--- config.mk ---
export PLATFORM = sky130hd
export DESIGN_NAME = bcd_key_accumulator
export DESIGN_NICKNAME = d
export VERILOG_FILES = /design/src/rtl/bcd_key_accumulator.sv
export SDC_FILE = /design/constraint.sdc
export NUM_CORES = 1
export LEC_CHECK = 0
export BUFFER_PORTS_ARGS = -buffer_cell sky130_fd_sc_hd__buf_2
export CORE_AREA = 2 2 66 68
export CTS_BUF_LIST = sky130_fd_sc_hd__clkbuf_4 sky130_fd_sc_hd__clkbuf_8 sky130_fd_sc_hd__clkbuf_16
export DETAILED_ROUTE_END_ITERATION = 8
export DIE_AREA = 0 0 68 70
export HOLD_SLACK_MARGIN = 0.15
export PLACE_DENSITY = 0.75
export SETUP_SLACK_MARGIN = 0.15
export SLEW_MARGIN = 0
export SYNTH_ARGS = -nofsm -noshare
export SYNTH_HDL_FRONTEND = slang
export SYNTH_SLANG_ARGS = --single-unit
--- constraint.sdc ---
create_clock -name clk -period 3.8 [get_ports clk]
set_input_delay 0 -clock clk [delete_from_list [all_inputs] [get_ports clk]]
set_output_delay 0 -clock clk [all_outputs]
set_load 0.03 [all_outputs]
--- src/rtl/bcd_key_accumulator.sv ---
// Registered decimal-key to BCD accumulator: encodes debounced key presses into
// a packed BCD number and commits it downstream over a valid/ready handshake.
module bcd_key_accumulator #(
   parameter int DIGITS         = 4,
   parameter int MODE           = 0,
   parameter int RELEASE_CYCLES = 4
) (
   input  logic                         clk,
   input  logic                         rst_n,
   input  logic [9:0]                   key_in,
   input  logic                         clear,
   input  logic                         enter,
   output logic [4*DIGITS-1:0]          acc_out,
   output logic [$clog2(DIGITS+1)-1:0]  digit_count,
   output logic                         full,
   output logic                         err,
   output logic [4*DIGITS-1:0]          bcd_out,
   output logic                         out_valid,
   input  logic                         out_ready
);

   localparam int AW = 4 * DIGITS;
   localparam int CW = $clog2(DIGITS + 1);
   localparam int RW = $clog2(RELEASE_CYCLES + 1);

   localparam logic [CW-1:0] FULL_COUNT = CW'(DIGITS);
   localparam logic [RW-1:0] REL_LAST   = RW'(RELEASE_CYCLES - 1);

   localparam logic [1:0] IDLE = 2'd0;
   localparam logic [1:0] HELD = 2'd1;
   localparam logic [1:0] OUT  = 2'd2;

   logic [1:0]    state;
   logic [RW-1:0] rel_cnt;
   logic [3:0]    digit;
   logic          one_hot;
   logic          key_valid;
   logic          key_any;

   // Ascending scan leaves the highest set index in digit; strict mode only
   // trusts it when exactly one line is asserted.
   // NOTE: every always_comb output gets a default first so no latch is inferred.
   always_comb begin
      digit = 4'd0;
      for (int k = 0; k < 10; k++) begin
         if (key_in[k]) digit = 4'(k);
      end
      key_any   = (key_in != 10'd0);
      one_hot   = key_any && ((key_in & (key_in - 10'd1)) == 10'd0);
      key_valid = (MODE == 1) ? key_any : one_hot;
   end

   assign full = (digit_count == FULL_COUNT);

   // NOTE: sequential state uses non-blocking assignments only, so every
   // register samples the pre-edge values of its neighbours.
   always_ff @(posedge clk or negedge rst_n) begin
      if (!rst_n) begin
         state       <= IDLE;
         rel_cnt     <= '0;
         acc_out     <= '0;
         digit_count <= '0;
         err         <= 1'b0;
         bcd_out     <= '0;
         out_valid   <= 1'b0;
      end else begin
         err <= 1'b0;
         case (state)
            IDLE, HELD: begin
               if (clear) begin
                  acc_out     <= '0;
                  digit_count <= '0;
               end else if (enter) begin
                  if (digit_count != '0) begin
                     bcd_out     <= acc_out;
                     out_valid   <= 1'b1;
                     acc_out     <= '0;
                     digit_count <= '0;
                  end else begin
                     err <= 1'b1;
                  end
               end else if (state == IDLE && key_any) begin
                  if (key_valid && !full) begin
                     acc_out     <= (acc_out << 4) | AW'(digit);
                     digit_count <= digit_count + 1'b1;
                  end else begin
                     err <= 1'b1;
                  end
               end

               // State/release bookkeeping; a successful commit overrides it.
               if (!clear && enter && digit_count != '0) begin
                  state   <= OUT;
                  rel_cnt <= '0;
               end else if (state == IDLE) begin
                  if (!clear && !enter && key_any) begin
                     state   <= HELD;
                     rel_cnt <= '0;
                  end
               end else if (key_any) begin
                  rel_cnt <= '0;
               end else if (rel_cnt == REL_LAST) begin
                  state   <= IDLE;
                  rel_cnt <= '0;
               end else begin
                  rel_cnt <= rel_cnt + 1'b1;
               end
            end
            OUT: begin
               // Inputs are ignored until the consumer takes the number; the
               // return through HELD forces a fresh release window.
               if (out_ready) begin
                  out_valid <= 1'b0;
                  state     <= HELD;
                  rel_cnt   <= '0;
               end
            end
            default: begin
               state   <= IDLE;
               rel_cnt <= '0;
            end
         endcase
      end
   end

endmodule

; ---- Yosys cells after proc, flatten, opt, wreduce, memory -nomap -nowiden
; Cells that the tools add are included.
; W data, S select, Z words.
[totals]
ff_bits = 42
in_bits = 15
out_inout_bits = 38
wordCells = 92
[classes]
n_addsub = 3
eq_ne = 12
mux = 44
bitwise = 3
n_reduce_logical = 23
[op_table]
columns = cell, n
row1 = $mux W16, 5
row2 = $mux W3, 11
row3 = $mux W4, 6
row4 = $mux W2, 8
row5 = $or A16 B4 Y16, 1
row6 = $ne A4 B4 Y1 const B, 3
row7 = $reduce_and A4 Y1, 3
row8 = $mux W1, 11
row9 = $and A10 B10 Y10, 1
row10 = $logic_not A10 Y1, 1
row11 = $reduce_bool A10 Y1, 1
row12 = $sub A10 B1 Y10 const B, 1
row13 = $reduce_bool A3 Y1, 3
row14 = $ne A2 B2 Y1 const B, 4
row15 = $logic_and A1 B1 Y1, 7
row16 = $add A3 B1 Y3 const B, 2
row17 = $pmux W3 S2, 1
row18 = $reduce_and A5 Y1, 1
row19 = $pmux W2 S2, 1
row20 = $eq A3 B2 Y1 const B, 1
row21 = $eq A3 B3 Y1 const B, 1
row22 = $logic_not A1 Y1, 3
row23 = $ne A3 B2 Y1 const B, 1
row24 = $eq A2 B1 Y1 const B, 1
row25 = 7 further kinds, 7

; ---- Logic depth before layout (Yosys ltp)
[logic_depth]
ltp_word = 14
mapped_depth = 9
depth_no_buf = 8

; ---- Worst setup path before layout
; No wires, ideal clock.
[synth_path]
path_type = reg-to-reg
start = reg digit_count[0]
end = reg acc_out[10]
setup_time_ns = 0.121
t_arrival_ns = 2.225
required_time_ns = 3.679
path_slack_ns = 1.454
path_stages_with_launch = 10
period_less_slack_ns = 2.346
cell_sequence = dfrtp_1 -> inv_1 -> ha_1 -> and2_1 -> a211oi_1 -> o21ai_1 -> a211oi_1 -> o31ai_2 -> buf_2 -> a22o_1
[synth_via]
elab_chain_len = 5
elab_cells_between_ends = 7
[synth_rtl]
columns = item, line_no
row1 = start: declaration, 14  ; output logic [$clog2(DIGITS+1)-1:0] digit_count,
row2 = start signal: assignment, 85  ; digit_count <= digit_count + 1'b1;
row3 = $eq A3 B3 Y1, 53  ; assign full = (digit_count == FULL_COUNT);
row4 = via full, 15  ; output logic full,
row5 = $logic_not A1 Y1, 83  ; if (key_valid && !full) begin
row6 = $logic_and A1 B1 Y1, 83
row7 = $reduce_bool A3 Y1 (no source line), n/a
row8 = $reduce_and A4 Y1 (no source line), n/a
row9 = end signal: assignment, 84  ; acc_out <= (acc_out << 4) | AW'(digit);
row10 = end: declaration, 13  ; output logic [4*DIGITS-1:0] acc_out,
; The timed path passes the listed nets, and every way through them passes these cells.
; A chain may end at the register's enable or synchronous reset.

; ---- Worst setup path after layout
[layout_path]
start = reg digit_count[1]
end = reg acc_out[2]
[layout_via]
elab_chain_len = 5
elab_cells_between_ends = 7
[layout_rtl]
columns = item, line_no
row1 = $eq A3 B3 Y1, 53
row2 = $logic_not A1 Y1, 83
row3 = $logic_and A1 B1 Y1, 83
row4 = $reduce_bool A3 Y1 (no source line), n/a
row5 = $reduce_and A4 Y1 (no source line) *, n/a
; Every way passes the cells marked *; elsewhere a longest branch is shown, timed or not.

==> run metrics <==
Syn Inst Count=approximately 160; antenna cells=0; maximum clock frequency=a little under 400 MHz; post-synthesis sequential area ratio=a little over half; fin nets=around 250; Via density=5.43; status=finished, final reports clean; Worst slew margin=around two fifths; layout cells sized above 1=roughly 37%; flop2flop setup slack=about 1300 ps; Overall Global Routing Usage=18.4%; Hold Crit Class=in2reg; crit path max fanout=18; hold path start=enter; RSZ-0062 raised after global routing=no; Yosys reg bits=42; yosys warns=0; Reg2Reg Depth=10; Num CTS Buffers=5; Rows=24; Layout area overhead=28.5%; post-DP HPWL=about 2800 µm; Die Area=between 0.004 and 0.005 mm²; crit start category=flip-flop; largest net degree at the start of global routing=43; clock sink count=42; critical path endpoint category=flip-flop; Core ar.=just over 0.004 mm²; Die W=just under 70 µm; clock tree buffer depth=2; # IOs=53; most frequent cells in the layout=52 x buf_2, 42 x dfrtp_1, 18 x mux2_2; cts repair resizes=0; Least-Margin Pin Slew=894 ps; final setup vio count=0; Routed Antenna Nets=0; WL/cell=between 10 and 15 µm; Slew Viols, Final=0; Layout fillers=~360; power per cell area=around 320 mW/mm²; WP data arrival=approximately 2700 ps; Clk pin slew, worst setup/hold paths=about 80 ps; worst r2r dst=acc_out[2]; Pleak=1.32 nW; Max Cap Viol=0; hold path depth=5; Req. time, crit path=just under 4000 ps; first-pass GRT wire length=~6600 µm; initial drt markers=74; vias in the first global route=approximately 1500; placed cell count=between 200 and 300; DRT Pass-1 Iters=4; DR vias=between 1500 and 2000; syn_nets=about 180; Hold Path Sink=err; Distinct cells, synth=37; R2R Path Start=digit_count[1]; FFs w/ async S/R, synth=100%; post-synthesis cell area=around 0.0019 mm²; Clock Latency Late Sink=around 290 ps; Max VDD drop=~150 µV; crit share post-route=66.5%; I/O Buffers=52; Layout Cells excl Fill=about 280; Post-synth EDFFs=0; total wire length=between 3000 and 4000 µm; Residual DRC=0; min cycle time layout=about 2500 ps; Die Height=~70 µm; final hold violation count=0; GPL Wtd Cong=0.842; CTS HTree Levels=2; initial antenna violation count=0; most common cell after layout, fill and taps aside=buf_2; TNS Setup=0 ps; CTS Root Cell=clkbuf_8; GR Overflow Total=0; CP Class=reg2reg; Mapped Avg Cell Area=12.1 µm²; clock skew=9.61 ps; initial core utilization=between 40% and 50%; top_reg_cell synth=dfrtp_1; CTS tree=built
## where the power goes
part / internal [mW] / switching [mW] / total (mW)
Clock: 0.146 / 0.142 / 0.288
Sequential: 0.448 / 0.000898 / 0.449
Combinational: 0.0228 / 0.0369 / 0.0597
## worst max-delay path, stage by stage (launching register included)
cell           delay, ps
dfrtp_1              390
inv_1                 60
ha_1                 190
and2_1               150
a211oi_1             210
o21ai_1              130
a211oi_1             310
o31ai_2               80
buf_4                210
o2bb2ai_1            130
dlygate4sd3_1        550
## registers in the layout, summed over array words and instances, names as in the netlist
signal,flops
digit_count,3
out_valid,1
acc_out,16
err,1
rel_cnt,3
bcd_out,16
state,2
## stage by stage
step	cell area, µm²	setup WS (ps)	util, %	hold slack (ps)	total power [mW]
after floorplan	1920	1450	-	-296	0.481
after CTS	2470	1260	59.6	200	0.811
after global placement	2240	1490	54.0	173	0.510
after detailed placement	2240	1420	54.0	172	0.510
final	2470	1270	59.6	215	0.797
after global routing	2470	1010	59.6	241	0.833
## how the worst max path moves through the flow
stage | startpoint | end | cells past startpoint
floorplan | digit_count[0] | acc_out[10] | 9
global placement | digit_count[0] | digit_count[0] | 8
detailed placement | digit_count[1] | digit_count[0] | 8
CTS | digit_count[0] | acc_out[2] | 10
global route | key_in[5] | acc_out[1] | 9
finish | digit_count[1] | acc_out[2] | 10
## routing by layer
metal	share of wire (%)	wire (µm)	vias up	track usage, %
met5	0	0	-	0
met4	1.9	76	0	8.00
met3	5.1	201	7	4.35
met2	49	1940	52	29.1
met1	44	1760	741	23.8
li1	-	-	731	-
## synth_stat cells (2+ instances only)
| library cell | n | share of area [%] |
|---|---|---|
| a211oi_1 | 2 | 0.78 |
| dfrtp_1 | 42 | 55 |
| o21a_1 | 3 | 1.2 |
| clkbuf_1 | 3 | 0.59 |
| nor4_1 | 3 | 0.98 |
| inv_1 | 9 | 1.8 |
| a21o_1 | 2 | 0.78 |
| mux2_2 | 18 | 11 |
| nand2b_1 | 3 | 0.98 |
| o21bai_1 | 2 | 0.78 |
| nor3_1 | 3 | 0.78 |
| nor4_4 | 2 | 2.2 |
| a21oi_1 | 7 | 1.8 |
| nand3_1 | 2 | 0.52 |
| o2bb2ai_1 | 2 | 0.91 |
| nand2_1 | 3 | 0.59 |
| a22o_1 | 17 | 7.7 |
| nor2b_1 | 2 | 0.65 |
| ha_1 | 3 | 2.0 |
| nand4b_1 | 2 | 0.91 |
| nor2_1 | 13 | 2.5 |
## timing repair
action	in CTS	in global routing
endpoints found under the hold margin	49	0
buffers inserted	0	0
hold buffers	14	0
## cell type report
class | instances | area, µm² | share of cell area [%]
multi-input cells | 103 | 811 | 32.8
inverters | 9 | 33.8 | 1.37
repair buffers | 68 | 415 | 16.8
clock buffers | 6 | 82.6 | 3.34
well taps | 52 | 65.1 | 2.63
clock inverters | 2 | 12.5 | 0.506
flip-flops and latches | 42 | 1050 | 42.5
## cell families (layout without fill, tap and decap cells)
kind of cell | count (synthesis) | after routing | share of synthesized area (%)
AOI/OAI and AO/OA | 43 | 43 | 17.2
DFF | 42 | 42 | 54.7
and+or+nand+nor | 39 | 39 | 12.4
muxes | 18 | 18 | 10.5
buffers and inverters | 14 | 85 | 3.19
adders and majority gates | 3 | 3 | 1.95
No activity file was read; power rests on OpenSTA's default activity.
